===== src/rtl/alu_cmd_sequencer_if.sv =====
// alu_cmd_sequencer_if
//   Command and response handshake bundle of the ALU command sequencer.
//   Ports:
//     cmd_valid_i / cmd_ready_o        command handshake
//     cmd_a_i, cmd_b_i, cmd_op_i,      command operands, opcode, caller tag
//     cmd_tag_i
//     rsp_valid_o / rsp_ready_i        response handshake
//     rsp_result_o, rsp_zero_o,        ALU result and flags with the command tag
//     rsp_carry_o, rsp_error_o,
//     rsp_tag_o
//   Modports: master = command producer / response consumer, slave = sequencer.
interface alu_cmd_sequencer_if #(
   parameter int DATA_W = 8,
   parameter int OP_W   = 4,
   parameter int TAG_W  = 4
);
   logic              cmd_valid_i;
   logic              cmd_ready_o;
   logic [DATA_W-1:0] cmd_a_i;
   logic [DATA_W-1:0] cmd_b_i;
   logic [OP_W-1:0]   cmd_op_i;
   logic [TAG_W-1:0]  cmd_tag_i;

   logic              rsp_valid_o;
   logic              rsp_ready_i;
   logic [DATA_W-1:0] rsp_result_o;
   logic              rsp_zero_o;
   logic              rsp_carry_o;
   logic              rsp_error_o;
   logic [TAG_W-1:0]  rsp_tag_o;

   modport master (
      output cmd_valid_i, cmd_a_i, cmd_b_i, cmd_op_i, cmd_tag_i, rsp_ready_i,
      input  cmd_ready_o, rsp_valid_o, rsp_result_o, rsp_zero_o, rsp_carry_o,
             rsp_error_o, rsp_tag_o
   );

   modport slave (
      input  cmd_valid_i, cmd_a_i, cmd_b_i, cmd_op_i, cmd_tag_i, rsp_ready_i,
      output cmd_ready_o, rsp_valid_o, rsp_result_o, rsp_zero_o, rsp_carry_o,
             rsp_error_o, rsp_tag_o
   );
endinterface


===== src/rtl/alu_cmd_sequencer.sv =====
// alu_cmd_sequencer
//   Buffers tagged ALU commands, issues one per cycle into a registered ALU,
//   follows each through the fixed ALU latency and returns result + flags +
//   tag in issue order. Issue is credit-gated so the response FIFO can never
//   overflow.
//   Ports:
//     clk, rst            clock, synchronous active-high reset
//     bus (slave)         command / response handshakes (alu_cmd_sequencer_if)
//     a_o, b_o, op_o      operands / opcode to the ALU (op_o = NOP_OP when idle)
//     issue_o             a_o/b_o/op_o carry a real command this cycle
//     result_i, zero_i,   ALU result and flags, valid ALU_LAT cycles after issue
//     carry_i, error_i
//     busy_o              anything queued, in flight or awaiting pop
module alu_cmd_sequencer #(
   parameter int DATA_W    = 8,
   parameter int OP_W      = 4,
   parameter int TAG_W     = 4,
   parameter int ALU_LAT   = 1,
   parameter int CMD_DEPTH = 4,
   parameter int RSP_DEPTH = 4,
   parameter int NOP_OP    = 0
) (
   input  logic               clk,
   input  logic               rst,
   alu_cmd_sequencer_if.slave bus,
   output logic [DATA_W-1:0]  a_o,
   output logic [DATA_W-1:0]  b_o,
   output logic [OP_W-1:0]    op_o,
   output logic               issue_o,
   input  logic [DATA_W-1:0]  result_i,
   input  logic               zero_i,
   input  logic               carry_i,
   input  logic               error_i,
   output logic               busy_o
);
   localparam int CA = $clog2(CMD_DEPTH);
   localparam int RA = $clog2(RSP_DEPTH);

   typedef struct packed {
      logic [TAG_W-1:0]  tag;
      logic [OP_W-1:0]   op;
      logic [DATA_W-1:0] b;
      logic [DATA_W-1:0] a;
   } cmd_t;

   typedef struct packed {
      logic [TAG_W-1:0]  tag;
      logic              error;
      logic              carry;
      logic              zero;
      logic [DATA_W-1:0] result;
   } rsp_t;

   // command FIFO
   cmd_t        cmd_mem [CMD_DEPTH];
   logic [CA:0] cmd_wr, cmd_rd;
   logic        cmd_empty, cmd_full, cmd_push;
   cmd_t        cmd_head;

   // response FIFO
   rsp_t        rsp_mem [RSP_DEPTH];
   logic [RA:0] rsp_wr, rsp_rd, rsp_count;
   logic        rsp_empty, rsp_full, rsp_pop;
   rsp_t        rsp_head;

   // issue / in-flight tracking
   logic [RA:0]        inflight_q;
   logic [RA+1:0]      credit_used;
   logic               issue_go;
   logic               cap;
   logic [TAG_W-1:0]   tag_q;
   logic [ALU_LAT-1:0] pipe_vld;
   logic [TAG_W-1:0]   pipe_tag [ALU_LAT];

   assign cmd_empty = (cmd_wr == cmd_rd);
   assign cmd_full  = (cmd_wr[CA] != cmd_rd[CA]) && (cmd_wr[CA-1:0] == cmd_rd[CA-1:0]);
   assign cmd_push  = bus.cmd_valid_i && !cmd_full;
   assign cmd_head  = cmd_mem[cmd_rd[CA-1:0]];
   assign bus.cmd_ready_o = !cmd_full;

   assign rsp_empty = (rsp_wr == rsp_rd);
   assign rsp_full  = (rsp_wr[RA] != rsp_rd[RA]) && (rsp_wr[RA-1:0] == rsp_rd[RA-1:0]);
   assign rsp_count = rsp_wr - rsp_rd;
   assign rsp_pop   = !rsp_empty && bus.rsp_ready_i;
   assign rsp_head  = rsp_mem[rsp_rd[RA-1:0]];

   // A credit is held from the issue decision until the response is popped,
   // so every issued command already owns a response FIFO slot.
   assign credit_used = {1'b0, inflight_q} + {1'b0, rsp_count};
   assign issue_go    = !cmd_empty && (credit_used < (RA+2)'(RSP_DEPTH));
   assign cap         = pipe_vld[ALU_LAT-1];

   always_ff @(posedge clk) begin
      if (cmd_push) begin
         cmd_mem[cmd_wr[CA-1:0]] <= '{tag: bus.cmd_tag_i, op: bus.cmd_op_i,
                                      b: bus.cmd_b_i, a: bus.cmd_a_i};
      end
   end

   always_ff @(posedge clk) begin
      if (rst) begin
         cmd_wr <= '0;
         cmd_rd <= '0;
      end else begin
         if (cmd_push) cmd_wr <= cmd_wr + (CA+1)'(1);
         if (issue_go) cmd_rd <= cmd_rd + (CA+1)'(1);
      end
   end

   // Issue registers: operands hold their last value when idle, only the
   // opcode is forced to NOP so the ALU sees a harmless operation.
   always_ff @(posedge clk) begin
      if (rst) begin
         a_o     <= '0;
         b_o     <= '0;
         op_o    <= OP_W'(NOP_OP);
         issue_o <= 1'b0;
         tag_q   <= '0;
      end else begin
         issue_o <= issue_go;
         if (issue_go) begin
            a_o   <= cmd_head.a;
            b_o   <= cmd_head.b;
            op_o  <= cmd_head.op;
            tag_q <= cmd_head.tag;
         end else begin
            op_o  <= OP_W'(NOP_OP);
         end
      end
   end

   // Stage 0 is loaded at the end of the issue cycle; the last stage is valid
   // in the cycle the ALU presents the matching result.
   always_ff @(posedge clk) begin
      if (rst) begin
         pipe_vld <= '0;
      end else begin
         pipe_vld[0] <= issue_o;
         for (int i = 1; i < ALU_LAT; i++) pipe_vld[i] <= pipe_vld[i-1];
      end
   end

   always_ff @(posedge clk) begin
      pipe_tag[0] <= tag_q;
      for (int i = 1; i < ALU_LAT; i++) pipe_tag[i] <= pipe_tag[i-1];
   end

   always_ff @(posedge clk) begin
      if (rst) begin
         inflight_q <= '0;
      end else begin
         case ({issue_go, cap})
            2'b10:   inflight_q <= inflight_q + (RA+1)'(1);
            2'b01:   inflight_q <= inflight_q - (RA+1)'(1);
            default: inflight_q <= inflight_q;
         endcase
      end
   end

   always_ff @(posedge clk) begin
      if (cap) begin
         rsp_mem[rsp_wr[RA-1:0]] <= '{tag: pipe_tag[ALU_LAT-1], error: error_i,
                                      carry: carry_i, zero: zero_i, result: result_i};
      end
   end

   always_ff @(posedge clk) begin
      if (rst) begin
         rsp_wr <= '0;
         rsp_rd <= '0;
      end else begin
         if (cap)     rsp_wr <= rsp_wr + (RA+1)'(1);
         if (rsp_pop) rsp_rd <= rsp_rd + (RA+1)'(1);
      end
   end

   // Response fields read as zero while the FIFO is empty.
   always_comb begin
      bus.rsp_valid_o  = !rsp_empty;
      bus.rsp_result_o = '0;
      bus.rsp_zero_o   = 1'b0;
      bus.rsp_carry_o  = 1'b0;
      bus.rsp_error_o  = 1'b0;
      bus.rsp_tag_o    = '0;
      if (!rsp_empty) begin
         bus.rsp_result_o = rsp_head.result;
         bus.rsp_zero_o   = rsp_head.zero;
         bus.rsp_carry_o  = rsp_head.carry;
         bus.rsp_error_o  = rsp_head.error;
         bus.rsp_tag_o    = rsp_head.tag;
      end
   end

   assign busy_o = !cmd_empty || (inflight_q != '0) || !rsp_empty;

   a_no_rsp_overflow: assert property (@(posedge clk) disable iff (rst) cap |-> !rsp_full);

endmodule

===== src/flat_wrapper.sv =====
// flat-port wrapper written by rule: the top's interface ports become plain ports
module alu_cmd_sequencer_flat 
#(
   parameter int DATA_W    = 8,
   parameter int OP_W      = 4,
   parameter int TAG_W     = 4,
   parameter int ALU_LAT   = 1,
   parameter int CMD_DEPTH = 4,
   parameter int RSP_DEPTH = 4,
   parameter int NOP_OP    = 0
)
  (clk, rst, a_o, b_o, op_o, issue_o, result_i, zero_i, carry_i, error_i, busy_o, bus_cmd_valid_i, bus_cmd_a_i, bus_cmd_b_i, bus_cmd_op_i, bus_cmd_tag_i, bus_rsp_ready_i, bus_cmd_ready_o, bus_rsp_valid_o, bus_rsp_result_o, bus_rsp_zero_o, bus_rsp_carry_o, bus_rsp_error_o, bus_rsp_tag_o);
  alu_cmd_sequencer_if #(.DATA_W(DATA_W), .OP_W(OP_W), .TAG_W(TAG_W)) bus_i ();
  input  logic clk;
  input  logic rst;
  output logic [DATA_W-1:0] a_o;
  output logic [DATA_W-1:0] b_o;
  output logic [OP_W-1:0] op_o;
  output logic issue_o;
  input  logic [DATA_W-1:0] result_i;
  input  logic zero_i;
  input  logic carry_i;
  input  logic error_i;
  output logic busy_o;
  input wire logic [$bits(bus_i.cmd_valid_i)-1:0] bus_cmd_valid_i;
  input wire logic [$bits(bus_i.cmd_a_i)-1:0] bus_cmd_a_i;
  input wire logic [$bits(bus_i.cmd_b_i)-1:0] bus_cmd_b_i;
  input wire logic [$bits(bus_i.cmd_op_i)-1:0] bus_cmd_op_i;
  input wire logic [$bits(bus_i.cmd_tag_i)-1:0] bus_cmd_tag_i;
  input wire logic [$bits(bus_i.rsp_ready_i)-1:0] bus_rsp_ready_i;
  output wire logic [$bits(bus_i.cmd_ready_o)-1:0] bus_cmd_ready_o;
  output wire logic [$bits(bus_i.rsp_valid_o)-1:0] bus_rsp_valid_o;
  output wire logic [$bits(bus_i.rsp_result_o)-1:0] bus_rsp_result_o;
  output wire logic [$bits(bus_i.rsp_zero_o)-1:0] bus_rsp_zero_o;
  output wire logic [$bits(bus_i.rsp_carry_o)-1:0] bus_rsp_carry_o;
  output wire logic [$bits(bus_i.rsp_error_o)-1:0] bus_rsp_error_o;
  output wire logic [$bits(bus_i.rsp_tag_o)-1:0] bus_rsp_tag_o;
  assign bus_i.cmd_valid_i = bus_cmd_valid_i;
  assign bus_i.cmd_a_i = bus_cmd_a_i;
  assign bus_i.cmd_b_i = bus_cmd_b_i;
  assign bus_i.cmd_op_i = bus_cmd_op_i;
  assign bus_i.cmd_tag_i = bus_cmd_tag_i;
  assign bus_i.rsp_ready_i = bus_rsp_ready_i;
  assign bus_cmd_ready_o = bus_i.cmd_ready_o;
  assign bus_rsp_valid_o = bus_i.rsp_valid_o;
  assign bus_rsp_result_o = bus_i.rsp_result_o;
  assign bus_rsp_zero_o = bus_i.rsp_zero_o;
  assign bus_rsp_carry_o = bus_i.rsp_carry_o;
  assign bus_rsp_error_o = bus_i.rsp_error_o;
  assign bus_rsp_tag_o = bus_i.rsp_tag_o;
  alu_cmd_sequencer #(.DATA_W(DATA_W), .OP_W(OP_W), .TAG_W(TAG_W), .ALU_LAT(ALU_LAT), .CMD_DEPTH(CMD_DEPTH), .RSP_DEPTH(RSP_DEPTH), .NOP_OP(NOP_OP)) u_core (.clk(clk), .rst(rst), .bus(bus_i), .a_o(a_o), .b_o(b_o), .op_o(op_o), .issue_o(issue_o), .result_i(result_i), .zero_i(zero_i), .carry_i(carry_i), .error_i(error_i), .busy_o(busy_o));
endmodule

===== config.mk =====
export PLATFORM = sky130hd
export DESIGN_NAME = alu_cmd_sequencer_flat
export DESIGN_NICKNAME = d
export VERILOG_FILES = /design/src/rtl/alu_cmd_sequencer_if.sv /design/src/rtl/alu_cmd_sequencer.sv /design/src/flat_wrapper.sv
export SDC_FILE = /design/constraint.sdc
export NUM_CORES = 1
export LEC_CHECK = 0
export ABC_AREA = 1
export CAP_MARGIN = 0
export CORE_UTILIZATION = 35
export CTS_CLUSTER_SIZE = 14
export DETAILED_ROUTE_END_ITERATION = 10
export SLEW_MARGIN = 20
export SYNTH_ARGS = -nofsm -noshare
export SYNTH_HDL_FRONTEND = slang
export SYNTH_SLANG_ARGS = --single-unit

===== constraint.sdc =====
create_clock -name clk -period 5.6 [get_ports clk]
set_input_delay 1.68 -clock clk [delete_from_list [all_inputs] [get_ports clk]]
set_output_delay 1.68 -clock clk [all_outputs]
set_load 0.03 [all_outputs]

==> results.md, run 1 <==
Run status:
- The flow ran to the end, and the final reports show no timing, DRC or antenna violations.

CTS:
- The buffer levels on the longest clock path is 3.
- TritonCTS built the clock tree.
- In this run, post-CTS hold repair placed 0 buffers.
- The insertion delay to the later sink of the worst-skew pair is 0.50 ns.
- The cell sitting at the root of the clock tree is a sky130_fd_sc_hd__clkbuf_16.
- Counting every sink on the clock net gives 205.
- The H-tree level count is 1.
- The number of gates resized after CTS was 0.
- Counting the buffers created by CTS gives 22.
- Clock-pin slew was measured on the worst setup and hold paths at 0.06 ns.
- In this run the post-CTS setup repair buffer count came out at 0.

Drt:
- The number of DRC violations after detailed routing is 0.
- The first TritonRoute pass finished after 5 iterations.
- The residual antenna-violating net count after detailed routing is 0.
- After detailed routing, the average wire length per cell comes to 13.9 um.
- The via count is 5,076.
- The initial DRC count is 264.
- In the routed layout, each cell is associated on average with a via count of 4.56.
- The final layout contains routed wiring with a total length of 15.5 mm.

Floorplanning:
- The die boundary height is 154 um.
- The total I/O pin count is 78.
- The area enclosed by the die boundary is 0.0238 mm2.
- The core footprint is 0.0227 mm2.
- The floorplan die width is 154 um.
- Row generation in the floorplan step produced 55 rows.
- The initial utilization of the core area, before any placement, comes to 35.8%.

Global route:
- The largest net degree at the start of global routing is 49.
- After global routing the overflow that remains totals 0.
- The via count of the first global-routing pass came to 4,960.
- The first global-routing pass estimated 25.4 mm of wire.
- The number of antenna violations at the first check in global routing is 1.
- For this run, the total global-route usage over all layers was measured as 13.3%.

Critical path:
- The path type of the worst setup path is register to primary output.
- The worst endpoint required time is 3.92 ns.
- In this run the worst path has a maximum fanout of 31.
- The worst setup path is launched from a register.
- Data on the critical path arrives at its endpoint at 2.90 ns.
- The element type at the critical path end is a primary output.

Yosys:
- Sequential elements use 69.8% of the synthesized area.
- By area the synthesized netlist is led by sky130_fd_sc_hd__edfxtp_1 (58%), sky130_fd_sc_hd__dfxtp_1 (12%), sky130_fd_sc_hd__nor2_1 (9.2%).
- The synthesized design contains 156 enable-type register cells.
- The number of nets handed over by synthesis was 792.
- After synthesis the netlist holds a flip-flop and latch count of 205.
- The number of warnings printed during yosys synthesis is 0.
- A synthesized cell averages 11.0 um2.
- The post-synthesis instance area is 0.00812 mm2.
- The most used flip-flop cell after synthesis is sky130_fd_sc_hd__edfxtp_1.
- The synthesized instance count is 736.
- The top cell type by area accounts for 57.7% of the synthesized area.
- The most area-hungry cell type in the Yosys netlist is sky130_fd_sc_hd__edfxtp_1.
- In the synthesized netlist the async set-or-reset flop fraction comes to 0%.
- After synthesis, the netlist uses 26 different library cells.

Finish:
- The fill cell total of the finished layout is 2,123.
- The area growth from synthesis to layout is 22.3%.
- In the final layout, flip-flops and latches occupy 0.00567 mm2.
- The number of diodes is 0.
- The top cell types in the final layout, fill and taps aside, are sky130_fd_sc_hd__nor2_1 (194), sky130_fd_sc_hd__edfxtp_1 (156), sky130_fd_sc_hd__o21ai_0 (94), sky130_fd_sc_hd__clkdlybuf4s50_1 (77), sky130_fd_sc_hd__nand2_1 (71).
- The net total in the final layout is 867.
- The most common cell after layout, fill and taps aside is sky130_fd_sc_hd__nor2_1.
- The multi-input combinational cells in the finished layout cover a total of 0.00206 mm2.
- Of the cells placed in the final design, the portion with a size suffix greater than 1 is 6.65%.

Timing:
- Setup total negative slack on the finished layout was measured at 0 ns.
- The clock period minus worst slack is 4.58 ns.
- The peak clock frequency supported by timing is 218 MHz.
- The minimum hold slack is 0.351 ns.
- Setup repair after global routing left no endpoint under its margin.
- Across all setup checks in the final design, the least slack found is 1.02 ns.
- The tightest slew margin relative to the limit is 32.8%.
- The slew of the pin with the lowest slew margin is 1.01 ns.
- The count of pins over their slew limit is 0.
- The share of the cycle needed by the critical path after routing is 81.8%.
- The number of hold-slack violations in the final timing report came to 0.
- Clock skew on the completed layout was measured at 0.0213 ns.
- The count of endpoints failing setup in the final report is 0.

Power:
- The analysis attributes to cell leakage a power of 3.67 nW.
- The share of total power dissipated in combinational logic is 30.8%.
- Of the total power, registers draw 38.4%.
- The clock power share is 30.8%.
- The net switching power is 1.69 mW.
- The largest vdd supply drop is 0.349 mV.
- The power density over cell area is 512 mW/mm2.
- The internal power component is 3.39 mW.
- The switching power as a share of total power is 33.3%.

Placed design:
- The number of port buffers is 77.
- The final HPWL from detailed placement is 9.14 mm.
- The last weighted congestion value of the routability-driven placer is 0.757.
- Timing analysis after detailed placement gives a worst setup slack of 1.48 ns.

Job:
- The count of max-cap constraint violations is 0.

Hold path:
- The worst hold path belongs to the class register to register.
-- worst paths after layout --
kind / from / end / slack, ns / cells after the start
setup / recovery: register / bus_rsp_result_o[7] / 1.02 / 4
hold / removal: u_core.tag_q[1] / u_core.pipe_tag[0][1] / 0.35 / 0
setup reg to reg: u_core.rsp_wr[0] / u_core.inflight_q[2] / 2.19 / 17
hold reg to reg: u_core.tag_q[1] / u_core.pipe_tag[0][1] / 0.35 / 0
-- registers in the layout, indices dropped and copies added, names as in the netlist, 4 cells and up, named ones only --
signal / count
u_core.cmd_mem: 96
u_core.rsp_mem: 60
u_core.a_o: 8
u_core.b_o: 8
u_core.op_o: 4
u_core.pipe_tag: 4
u_core.tag_q: 4
-- critical path, stage by stage, from the launching register on --
cell and delay, ns:
sky130_fd_sc_hd__dfxtp_1 0.98, sky130_fd_sc_hd__inv_2 0.41, sky130_fd_sc_hd__o21ai_0 0.30, sky130_fd_sc_hd__a21oi_1 0.10, sky130_fd_sc_hd__clkdlybuf4s50_1 0.61
-- through the flow --
step	util, %	instance area (um2)	power [mW]	cells
5_1_grt	43.7	9930	5.40	1112
6_report	43.7	9930	5.08	1112
3_5_place_dp	40.2	9120	3.56	1072
3_3_place_gp	40.2	9120	3.54	1072
4_1_cts	43.7	9930	5.15	1112
2_1_floorplan	-	8120	3.10	736
-- cell families after synthesis --
logic type | count (synthesis) | synth area share, %
buffers and inverters | 91 | 4.96
xor gates and xnor gates | 5 | 0.539
adders and majority gates | 17 | 2.80
DFF | 205 | 69.8
and+or+nand+nor | 283 | 13.5
AOI/OAI and AO/OA | 135 | 8.37
-- layout make-up --
type	count	area share (%)
clock inverter	13	1.95
sequential	205	57.1
tap	285	3.59
timing repair buffer	84	8.29
inverter	58	2.19
multi-input combinational	440	20.8
clock buffer	27	6.15
-- cell usage after synthesis (all sizes together), types with 2 or more instances --
cell type  count
edfxtp       156
buf           20
nand3          8
xor2           4
clkbuf        13
dfxtp         49
nand2         73
inv           58
nor2         199
fa             2
o21ai        108
a21oi         27
nand3b         2
ha            15
-- power groups by stage --
stage / clock [mW] / combinational (mW) / sequential [mW]
global route: 1.66 / 1.77 / 1.98
detailed placement: 0 / 1.58 / 1.98
floorplan: 0 / 1.03 / 2.07
CTS: 1.60 / 1.59 / 1.95
global placement: 0 / 1.56 / 1.98
finish: 1.57 / 1.56 / 1.95
-- routing by layer --
metal	global-route usage [%]	routed length (um)	vias up
met4	3.54	277	2
met1	17.0	7010	2342
li1	-	-	2616
met5	0	12	-
met2	22.7	7430	95
met3	3.11	757	21
(Power assumes the default switching activity.)
==> inputs of run 2 (changes only) <==
Clock period 5.6 ns to 4.3 ns, I/O delays scaled along.
==> results.md, run 2 (synthesis results as in run 1) <==
Run status:
- The flow ran to the end, and the final reports show no timing, DRC or antenna violations.

Timing:
- The count of pins over their slew limit is 0 (unchanged).
- Timing would allow up to 251 MHz.
- The number of hold-slack violations in the final timing report came to 0 (unchanged).
- The sum of negative setup slack is 0 ns (unchanged).
- The slew of the pin with the lowest slew margin came to 0.715 ns (-0.291 ns).
- The routed design could run at a clock period as short as 3.98 ns.
- The count of endpoints failing setup in the final report is 0 (unchanged).
- The tightest slew margin relative to the limit came to 52.3% (+19 points).
- The setup clock skew after layout came to 0.0177 ns (-0.00354 ns).
- Setup repair after global routing left no endpoint under its margin.
- The share of the cycle needed by the critical path after routing is 92.6%.

Floorplanning:
- The area enclosed by the die boundary came to 0.0238 mm2 (unchanged).
- The number of standard-cell rows in the floorplan is 55 (unchanged).
- The core footprint was 0.0227 mm2 (unchanged).
- The floorplan die width is 154 um (unchanged).
- The die boundary height is 154 um (unchanged).
- The total I/O pin count is 78 (unchanged).
- The initial core utilization is 35.8% (unchanged).

Critical path:
- The delay contributed by the slowest stage of the critical path is 0.69 ns (-0.29 ns).
- The slowest stage of the critical path is the sky130_fd_sc_hd__clkdlybuf4s50_1 cell.
- The worst endpoint required time is 3.01 ns (-0.91 ns).
- The peak fanout along the critical path is 15 (-52%).
- The path type of the worst setup path is register to primary output.
- The worst setup path is captured at a primary output.
- The critical path goes through inv_1 -> ha_1 -> nand2_1 -> inv_1 -> nand2_2 -> inv_1 -> a21oi_1 -> clkdlybuf4s50_1.
- The data arrival time of the critical path is 2.69 ns (-0.21 ns).
- Among the stages of the critical path, the cell type that occurs most often is sky130_fd_sc_hd__inv_1.
- The startpoint class of the critical path is a register.

CTS:
- The insertion delay to the later sink of the worst-skew pair is 0.49 ns (about the same).
- The buffer levels on the longest clock path is 3 (unchanged).
- The clock net sink count is 205 (unchanged).
- The clock buffer count from CTS is 22 (unchanged).
- TritonCTS built the clock tree.
- The post-cts sizing count is 0 (unchanged).
- The number of hold-repair buffers added at the cts stage is 0 (unchanged).
- The clock edge transition at the registers on the reported setup and hold paths is 0.06 ns (about the same).
- The H-tree level count is 1 (unchanged).
- The cell sitting at the root of the clock tree is a sky130_fd_sc_hd__clkbuf_16.
- The buffers inserted during post-CTS setup optimization is 0 (unchanged).

Drt:
- The count of TritonRoute iterations in the first routing pass is 4 (-1).
- The average vias per placed instance is 4.54 (-0.63%).
- The number of DRC violations after detailed routing is 0 (unchanged).
- The via count is 5,062 (-0.28%).
- The average routed wire per standard cell was 14.1 um (+1.1%).
- The total wirelength of the detailed-routed design was 15.7 mm (+1.4%).
- The initial DRC count is 261 (-1.1%).
- The residual antenna-violating net count after detailed routing is 0 (unchanged).

Power:
- The leakage power came to 3.66 nW (-0.16%).
- The largest vdd supply drop came to 0.386 mV (+11%).
- The power density over cell area is 655 mW/mm2 (+28%).

Finish:
- From synthesis to final layout, the design area changed by 22.1%.
- The share of the core filled with cells is 43.6% (-0.083 points).
- The library cells used most frequently in the layout, excluding fill and tap cells, are sky130_fd_sc_hd__nor2_1 (194), sky130_fd_sc_hd__edfxtp_1 (156), sky130_fd_sc_hd__o21ai_0 (94), sky130_fd_sc_hd__clkdlybuf4s50_1 (77), sky130_fd_sc_hd__nand2_1 (71).
- The number of diodes is 0 (unchanged).
- The fraction of layout cells with a size suffix above 1 was 6.86% (+0.21 points).
- The net total in the final layout was 871 (+0.46%).
- The flip-flop count of the largest register, all copies and words added is 96 (unchanged).
- The multi-input gate area in the final layout is 0.00206 mm2 (unchanged).
- The fill cell total of the finished layout was 2,111 (-0.57%).
- The sequential cell area is 0.00567 mm2 (unchanged).
- The most common cell after layout, fill and taps aside is sky130_fd_sc_hd__nor2_1.

Global route:
- The number of antenna violations at the first check in global routing was 1 (unchanged).
- The global-route met3 utilization is 3.28% (+0.17 points).
- The wire length of the first global-routing pass came to 25.2 mm (-0.71%).
- The largest net degree at the start of global routing was 50 (+2.0%).
- The via count of the first global-routing pass is 4,922 (-0.77%).
- The met2 track utilization from global routing is 23.1% (+0.39 points).
- The layer with the highest usage after global routing is met2.
- The global-route total usage across every layer is 13.4% (+0.062 points).
- The global routing usage on met1 is 16.6% (-0.39 points).
- The remaining global-route overflow is 0 (unchanged).

Placed design:
- The last weighted congestion value of the routability-driven placer is 0.730 (-3.6%).
- The number of port buffers came to 77 (unchanged).
- The final HPWL from detailed placement is 9.50 mm (+3.9%).

Hold path:
- In this run the worst hold path is classified as register to register.

Job:
- The count of max-cap constraint violations is 0 (unchanged).
==> run 2: cell types whose count changed in the layout (fill, tap and decap cells not counted), sizes merged <==
| cell | change |
|---|---|
| clkinvlp | +1 |
| buf | +4 |
| clkinv | -5 |
| clkbuf | +6 |
| inv | +1 |
| bufinv | -3 |
==> run 2: critical path: cells and delay by family (launching register included) <==
| family | cells | cell delay [ns] |
|---|---|---|
| adder cells (fa/ha/maj) | 1 | 0.30 |
| AND/OR/NAND/NOR | 2 | 0.19 |
| flip-flops | 1 | 0.36 |
| AO/OA/AOI/OAI | 1 | 0.23 |
| buffers and inverters | 4 | 1.10 |
==> run 2: area by class of cell <==
type                            instances  area share [%]
Sequential cell                       205            57.2
Inverter                               58            2.20
Clock inverter                          7           0.934
Clock buffer                           33            6.69
Timing Repair Buffer                   88            8.61
Tap cell                              285            3.60
Multi-Input combinational cell        440            20.8
==> run 2: path summary, 6_finish.rpt <==
check | from | endpoint | slack, ns | cells after the start
hold / removal | u_core.tag_q[1] | u_core.pipe_tag[0][1] | 0.35 | 0
setup / recovery | u_core.rsp_wr[0] | bus_rsp_tag_o[3] | 0.32 | 8
setup reg to reg | u_core.rsp_wr[0] | u_core.inflight_q[2] | 1.00 | 17
hold reg to reg | u_core.tag_q[1] | u_core.pipe_tag[0][1] | 0.35 | 0
==> run 2: where the power goes <==
group	leakage (nW)	switching (mW)	internal, mW
registers	1.83	0.123	2.40
logic	1.47	1.35	0.702
clock network	0.362	0.725	1.19
==> run 2: per-layer routing <==
layer | up-vias | share of wire (%) | routed length, um
li1 | 2621 | - | -
met4 | 2 | 1.5 | 242
met3 | 25 | 5.6 | 884
met5 | - | 0.083 | 13
met1 | 2306 | 45 | 7130
met2 | 108 | 47 | 7440
==> run 2: per-stage QoR <==
step / instance area (um2) / setup WS, ns / total power, mW / hold slack, ns / cells
finish: 9910 / 0.320 / 6.49 / 0.353 / 1116
global route: 9910 / 0.106 / 6.89 / 0.361 / 1116
CTS: 9910 / 0.289 / 6.57 / 0.353 / 1116
detailed placement: 9150 / 0.828 / 4.64 / 0.338 / 1076
global placement: 9150 / 0.895 / 4.62 / 0.337 / 1076
floorplan: 8120 / 1.20 / 4.04 / 0.331 / 736
